==> src/rtl/cell_hist_accum.sv <==
// HOG cell histogram accumulator.
// Sums gradient magnitudes per orientation bin over one cell of pixels, then streams
// the saturated 8-bit bin values out one per handshake before starting the next cell.
module cell_hist_accum #(
    parameter int unsigned PIX_PER_CELL = 64,
    parameter int unsigned NBINS        = 9
) (
    input  logic       iClk,
    input  logic       iRst,
    input  logic       iValid,
    input  logic [7:0] iMag,
    input  logic [3:0] iBin,
    output logic       oReady,
    output logic       oValid,
    output logic [7:0] oBin,
    output logic [3:0] oIdx,
    output logic       oLast,
    input  logic       iReady
);

    localparam int unsigned CntW = (PIX_PER_CELL > 1) ? $clog2(PIX_PER_CELL) : 1;
    localparam logic [CntW-1:0] LastCnt = CntW'(PIX_PER_CELL - 1);
    localparam logic [3:0]      LastIdx = 4'(NBINS - 1);

    typedef enum logic [0:0] {
        StAccum,
        StDrain
    } state_e;

    state_e           state_q;
    logic [13:0]      acc_q [NBINS];
    logic [CntW-1:0]  cnt_q;
    logic [3:0]       idx_q;
    logic [13:0]      sel_acc;

    // Cell FSM: accumulate pixels, then hand out bins; reset wins over everything.
    always_ff @(posedge iClk) begin
        if (iRst) begin
            state_q <= StAccum;
            cnt_q   <= '0;
            idx_q   <= '0;
            for (int b = 0; b < NBINS; b++) begin
                acc_q[b] <= '0;
            end
        end else begin
            case (state_q)
                StAccum: begin
                    if (iValid) begin
                        // Out-of-range bins fall through every compare and only count.
                        for (int b = 0; b < NBINS; b++) begin
                            if (iBin == 4'(b)) begin
                                acc_q[b] <= acc_q[b] + {6'd0, iMag};
                            end
                        end
                        if (cnt_q == LastCnt) begin
                            cnt_q   <= '0;
                            idx_q   <= '0;
                            state_q <= StDrain;
                        end else begin
                            cnt_q <= cnt_q + 1'b1;
                        end
                    end
                end
                StDrain: begin
                    if (iReady) begin
                        if (idx_q == LastIdx) begin
                            idx_q   <= '0;
                            cnt_q   <= '0;
                            state_q <= StAccum;
                            for (int b = 0; b < NBINS; b++) begin
                                acc_q[b] <= '0;
                            end
                        end else begin
                            idx_q <= idx_q + 4'd1;
                        end
                    end
                end
                default: state_q <= StAccum;
            endcase
        end
    end

    // Select the accumulator addressed by the drain index without a raw array index.
    always_comb begin
        sel_acc = '0;
        for (int b = 0; b < NBINS; b++) begin
            if (idx_q == 4'(b)) begin
                sel_acc = acc_q[b];
            end
        end
    end

    // Outputs derive only from registered state, so they hold while stalled.
    always_comb begin
        oReady = (state_q == StAccum);
        oValid = (state_q == StDrain);
        oIdx   = idx_q;
        oLast  = (state_q == StDrain) && (idx_q == LastIdx);
        oBin   = (sel_acc > 14'd255) ? 8'hFF : sel_acc[7:0];
    end

endmodule

==> config.mk <==
export PLATFORM = sky130hd
export DESIGN_NAME = cell_hist_accum
export DESIGN_NICKNAME = d
export VERILOG_FILES = /design/src/rtl/cell_hist_accum.sv
export SDC_FILE = /design/constraint.sdc
export NUM_CORES = 1
export LEC_CHECK = 0
export ABC_AREA = 1
export BUFFER_PORTS_ARGS = -buffer_cell sky130_fd_sc_hd__buf_2
export CAP_MARGIN = 0
export CORE_MARGIN = 2
export CORE_UTILIZATION = 45
export CTS_CLUSTER_SIZE = 10
export DETAILED_ROUTE_END_ITERATION = 10
export SLEW_MARGIN = 10
export SYNTH_ARGS = -nofsm -noshare
export SYNTH_HDL_FRONTEND = slang
export SYNTH_SLANG_ARGS = --single-unit
==> constraint.sdc <==
create_clock -name iClk -period 2.95 [get_ports iClk]
set_input_delay 0.295 -clock iClk [delete_from_list [all_inputs] [get_ports iClk]]
set_output_delay 0.295 -clock iClk [all_outputs]
set_load 0.05 [all_outputs]
==> impl_metrics.json, run 1 <==
{
  "status": "completed",
  "clk_latency_ns": 0.42,
  "clk_path_buf_depth": 2,
  "gp_congestion": 0.881,
  "clock-sinks": 137,
  "path_buf_inv": 4,
  "crit_type": "flip-flop to primary output",
  "syn_to_final_growth_pct": 15.7,
  "fmax_mhz": 350,
  "hold_viol_final": 0,
  "cp_slowest_stage_delay_ns": 0.40,
  "grt.total_usage": 0.225,
  "fin_area_mm2": 0.0116,
  "total_power_uw": 5140,
  "htree_levels": 4,
  "finalCritPeriodShare": 0.969,
  "antenna_found_initial": 0,
  "cap_viol_max_count": 0,
  "root_buffer": "clkbuf_16",
  "final.fill_count": 2097,
  "grt_pass1_wl_um": 41900,
  "relSlewSlack": 0.460,
  "multi_input_area_mm2": 0.00536,
  "ant_nets": 0,
  "regArea_mm2": 0.00402,
  "synth_fp_nets": 1381,
  "synthCells": 1279,
  "nets": 1444,
  "drt_iter0_drc": 642,
  "die_w_um": 153,
  "port_buffers": 30,
  "routed_wl_um": 26400,
  "critPathSlowestCell": "dfxtp_4",
  "ios": 31,
  "drt-pass1-iter-count": 5,
  "coreArea_mm2": 0.0218,
  "setup-violations-final": 0,
  "ys_types": 45,
  "num_vias": 8640,
  "num_rows": 54,
  "synth_area_mm2": 0.0100,
  "tritoncts": "done",
  "cts_hold_buf": 0,
  "crit_family": "simple AND/OR/NAND/NOR gates",
  "viasPerCell": 5.28,
  "die_area_mm2": 0.0234,
  "die_h_um": 153,
  "hold_path.class": "input pin to flip-flop",
  "critPathArrivalTime_ns": 2.56,
  "mostFrequentLayoutCells": "nand2_1 (239), inv_1 (184), a21oi_1 (148), edfxtp_1 (126), nor2_1 (111)",
  "path_cells": "inv_6 -> ha_4 -> inv_4 -> nor2_4 -> buf_4 -> nand2_1 -> nand3_1 -> o211ai_1 -> nand4_1 -> a21oi_1 -> o21ai_0 -> nor2_1 -> nand2_4 -> buf_8",
  "powerDensity_mw_per_mm2": 445,
  "yosys_most_used_dff": "edfxtp_1",
  "dpl_cell_area_mm2": 0.0106,
  "whs_ns": 0.152,
  "post-route-min-period_ns": 2.86,
  "tightest_slew_ns": 0.810,
  "ir_worst_vdd_mv": 0.354,
  "layout_commonest_cell": "nand2_1",
  "start_util": 0.458,
  "grt_max_degree": 62,
  "cp-start-kind": "flip-flop",
  "synth_seq_cells": 137,
  "avgSynthCellArea_um2": 7.82,
  "cts_buffers": 17,
  "yosys_warnings": 0,
  "synth_seq_area_share": 0.401,
  "route.detailed.drc": 0,
  "path_max_fanout": 7,
  "fin_skew_ns": 0.00642,
  "wire_per_inst_um": 16.1,
  "grt_pass1_vias": 8206,
  "synth_edf_count": 126,
  "overflow": 0,
  "final_max_slew_viol_count": 0,
  "drive_gt1_frac": 0.128,
  "clkTransAtPathRegs_ns": 0.06,
  "antenna_cells": 0,
  "leakage_uw": 0.00528,
  "dpl.hpwl_um": 18600,
  "worst_setup_path_end_kind": "primary output",
  "fin_setup_tns_ns": 0,
  "required_ns": 2.65,
  "async_flop_share": 0
}
[final timing paths]
path	cells after the start	end	from	slack, ns
hold / removal	4	oValid	iReady	0.15
setup reg to reg	15	acc_q[0][96]	acc_q[0][84]	0.40
setup / recovery	14	oBin[0]	oIdx[1]	0.09
hold reg to reg	2	cnt_q[1]	cnt_q[1]	0.51
[metal layers]
metal  global-route usage  up-vias  wire, µm
met1                0.322     3950     13000
met5                    0        -         0
met2                0.353      182     11600
li1                     -     4472         -
met4               0.0736        0       568
met3               0.0289       36      1170
[state kept, by name, summed over array words and instances, names as in the netlist]
register and flops:
acc_q 126, cnt_q 6, oIdx 4, oValid 1
[area by class of cell]
cell class              instances  area share
clock buffers                  19      0.0374
clock inverters                13     0.00725
inverters                     196      0.0656
multi-input cells             922       0.464
flip-flops and latches        137       0.348
well taps                     280      0.0303
repair buffers                 68      0.0482
[worst reg2reg max path: stages (launching register included)]
cell and delay (ns):
edfxtp_1 0.36, ha_1 0.18, inv_1 0.06, fa_1 0.39, inv_1 0.08, nand2_1 0.05
inv_1 0.06, nand2_1 0.05, nand2_1 0.09, nand2_1 0.06, nand2_1 0.06, a21oi_1 0.08
o21ai_0 0.28, nand3_1 0.18, o21ai_0 0.19, a21oi_1 0.08
[power by group]
group	switching, µW	internal (µW)
clock	876	1060
sequential	86.5	2240
combinational	569	306
[cell families after synthesis]
| family | after synthesis | synth area share |
|---|---|---|
| xor gates and xnor gates | 14 | 0.0123 |
| adders and majority gates | 86 | 0.114 |
| AOI/OAI and AO/OA | 308 | 0.164 |
| and+or+nand+nor | 513 | 0.220 |
| DFF | 137 | 0.401 |
| buffers and inverters | 221 | 0.0891 |
[stage by stage]
stage,worst slack (ns),std cells,util
after global routing,-0.0282,1635,0.530
after detailed placement,-0.00541,1590,0.484
after CTS,0.00910,1626,0.516
after global placement,0.0918,1590,0.484
final,0.0919,1635,0.530
after floorplan,0.195,1279,-
[synth_stat cells, types with 11 or more instances]
master | n | area (µm²)
nand2_1 | 256 | 961
inv_1 | 188 | 706
a21oi_1 | 156 | 781
edfxtp_1 | 126 | 3780
nor2_1 | 115 | 432
o21ai_0 | 106 | 531
ha_1 | 77 | 963
nand3_1 | 61 | 305
nor3_1 | 30 | 150
nand4_1 | 19 | 119
xor2_1 | 13 | 114
dfxtp_1 | 11 | 220
[what timing repair did]
action,4_1_cts,5_1_grt
cloned,0,1
setup buffers,4,9
pin swaps,4,29
endpoints found under the setup margin,8,8
gates resized for setup,37,77
Note: power is estimated with default switching activity, not from simulation.
==> run 2, diff against run 1 <==
--- a/config.mk
+++ b/config.mk
@@ -12,6 +12,7 @@
 export CORE_UTILIZATION = 45
 export CTS_CLUSTER_SIZE = 10
 export DETAILED_ROUTE_END_ITERATION = 10
+export RECOVER_POWER = 50
 export SLEW_MARGIN = 10
 export SYNTH_ARGS = -nofsm -noshare
 export SYNTH_HDL_FRONTEND = slang
==> run 2 against run 1 <==
  * Sequential power barely moved
  * Wire length barely moved
  * Via count increased by 0.61%
  * Design area down 0.26%
  * Combinational power decreased by 0.6%
  * Flip-flop and latch count unchanged
  * Final cell count unchanged
  * Sequential share of layout area up 0.090 points
  * Global-route usage did not move
  * Utilization down 0.14 points
  * Register-to-register slack got worse by 0.06 ns
  * Highest routed layer unchanged
==> impl_metrics.json, run 2 (synthesis results as in run 1) <==
{
  "r2r_cells": 8,
  "relSlewSlack": 0.424,
  "die_h_um": 153,
  "tightest_slew_ns": 0.863,
  "drt_iter0_drc": 572,
  "clock-sinks": 137,
  "cp-start-kind": "flip-flop",
  "required_ns": 2.65,
  "worst_setup_path_end_kind": "primary output",
  "clk_path_buf_depth": 2,
  "die_w_um": 153,
  "largest_register": "acc_q",
  "layout_setup_ws_ns": 0.0985,
  "ios": 31,
  "start_util": 0.458,
  "fin_area_mm2": 0.0115,
  "status": "completed",
  "antenna_found_initial": 0,
  "setup-violations-final": 0,
  "critPathArrivalTime_ns": 2.56,
  "leakage_uw": 0.00525,
  "largest_reg_flops": 126,
  "powerDensity_mw_per_mm2": 446,
  "coreArea_mm2": 0.0218,
  "wire_per_inst_um": 16.1,
  "port_buffers": 30,
  "cts_buffers": 17,
  "whs_ns": 0.151,
  "fin_skew_ns": 0.00806,
  "overflow": 0,
  "post-route-min-period_ns": 2.85,
  "syn_to_final_growth_pct": 15.4,
  "final_max_slew_viol_count": 0,
  "grt_pass1_vias": 8206,
  "viasPerCell": 5.32,
  "whs_path_depth": 4,
  "cp-startpoint": "oIdx[0]",
  "hold_path.class": "input pin to flip-flop",
  "r2r-end": "acc_q[0][83]",
  "tritoncts": "done",
  "min_to": "oValid",
  "fmax_mhz": 351,
  "ant_nets": 0,
  "grt_pass1_wl_um": 41900,
  "num_rows": 54,
  "htree_levels": 4,
  "drt-pass1-iter-count": 5,
  "ir_worst_vdd_mv": 0.354,
  "crit_type": "flip-flop to primary output",
  "rrSetupSlack_ns": 0.34,
  "routed_wl_um": 26300,
  "drive_gt1_frac": 0.120,
  "path_max_fanout": 12,
  "final.fill_count": 2110,
  "finalCritPeriodShare": 0.967,
  "route.detailed.drc": 0,
  "layout_commonest_cell": "nand2_1",
  "place_ws_ns": -0.00541,
  "gp_congestion": 0.881,
  "root_buffer": "clkbuf_16",
  "cts_hold_buf": 0,
  "grt.total_usage": 0.225,
  "clkTransAtPathRegs_ns": 0.06,
  "grt_max_degree": 62,
  "num_vias": 8693,
  "cap_viol_max_count": 0,
  "mostFrequentLayoutCells": "nand2_1 (239), inv_1 (185), a21oi_1 (148), edfxtp_1 (126), nor2_1 (111)",
  "dpl_cell_area_mm2": 0.0106,
  "total_power_uw": 5140,
  "hold_viol_final": 0,
  "die_area_mm2": 0.0234,
  "fin_setup_tns_ns": 0,
  "clk_latency_ns": 0.43,
  "reg2reg_from": "oIdx[0]",
  "dpl.hpwl_um": 18600,
  "antenna_cells": 0,
  "nets": 1444,
  "min_from": "iReady"
}
run 2: final cells by class:
cell class	count	area (µm²)	area share
multi-input combinational	922	5350	0.464
sequential	137	4020	0.349
inverter	196	758	0.0658
timing repair buffer	68	533	0.0462
clock buffer	19	433	0.0375
tap	280	350	0.0304
clock inverter	13	83.8	0.00727
run 2: metrics by stage:
step	util	std cells
2_1_floorplan	-	1279
3_3_place_gp	0.484	1590
3_5_place_dp	0.484	1590
4_1_cts	0.516	1626
5_1_grt	0.528	1635
6_report	0.528	1635
run 2: power breakdown:
group	internal [µW]	total (µW)	leakage [µW]	switching [µW]
Combinational	303	870	0.00361	568
Sequential	2240	2330	0.00139	86.5
Clock	1060	1940	0.000242	880
Total	3610	5140	0.00525	1530
run 2: per-layer routing:
layer	track usage	up-vias	share of wire	routed length [µm]
li1	-	4480	-	-
met1	0.322	3997	0.49	12900
met2	0.353	183	0.44	11700
met3	0.0289	33	0.045	1200
met4	0.0736	0	0.021	552
met5	0	-	0	0
run 2: worst max-delay path by stage:
stage | end | slack (ns) | cells past startpoint
5_1_grt | oBin[7] | -0.03 | 14
4_1_cts | oBin[6] | 0.009 | 11
2_1_floorplan | oBin[0] | 0.19 | 18
3_3_place_gp | oBin[5] | 0.09 | 15
6_report | oBin[1] | 0.1 | 10
3_5_place_dp | oBin[1] | -0.005 | 15
run 2: critical path: stages (launching register included):
cell and delay [ns]:
dfxtp_4 0.37, inv_4 0.09, ha_4 0.23, clkbuf_4 0.16, inv_1 0.05, nor3_4 0.27
buf_4 0.21, nand4_1 0.28, nand2_8 0.25, nand2_4 0.06, buf_8 0.15
run 2: what timing repair did:
item / in CTS / in global routing
gates resized for setup: 37 / 77
gates cloned: 0 / 1
pin swaps: 4 / 29
setup buffers: 4 / 9
endpoints found under the setup margin: 8 / 8
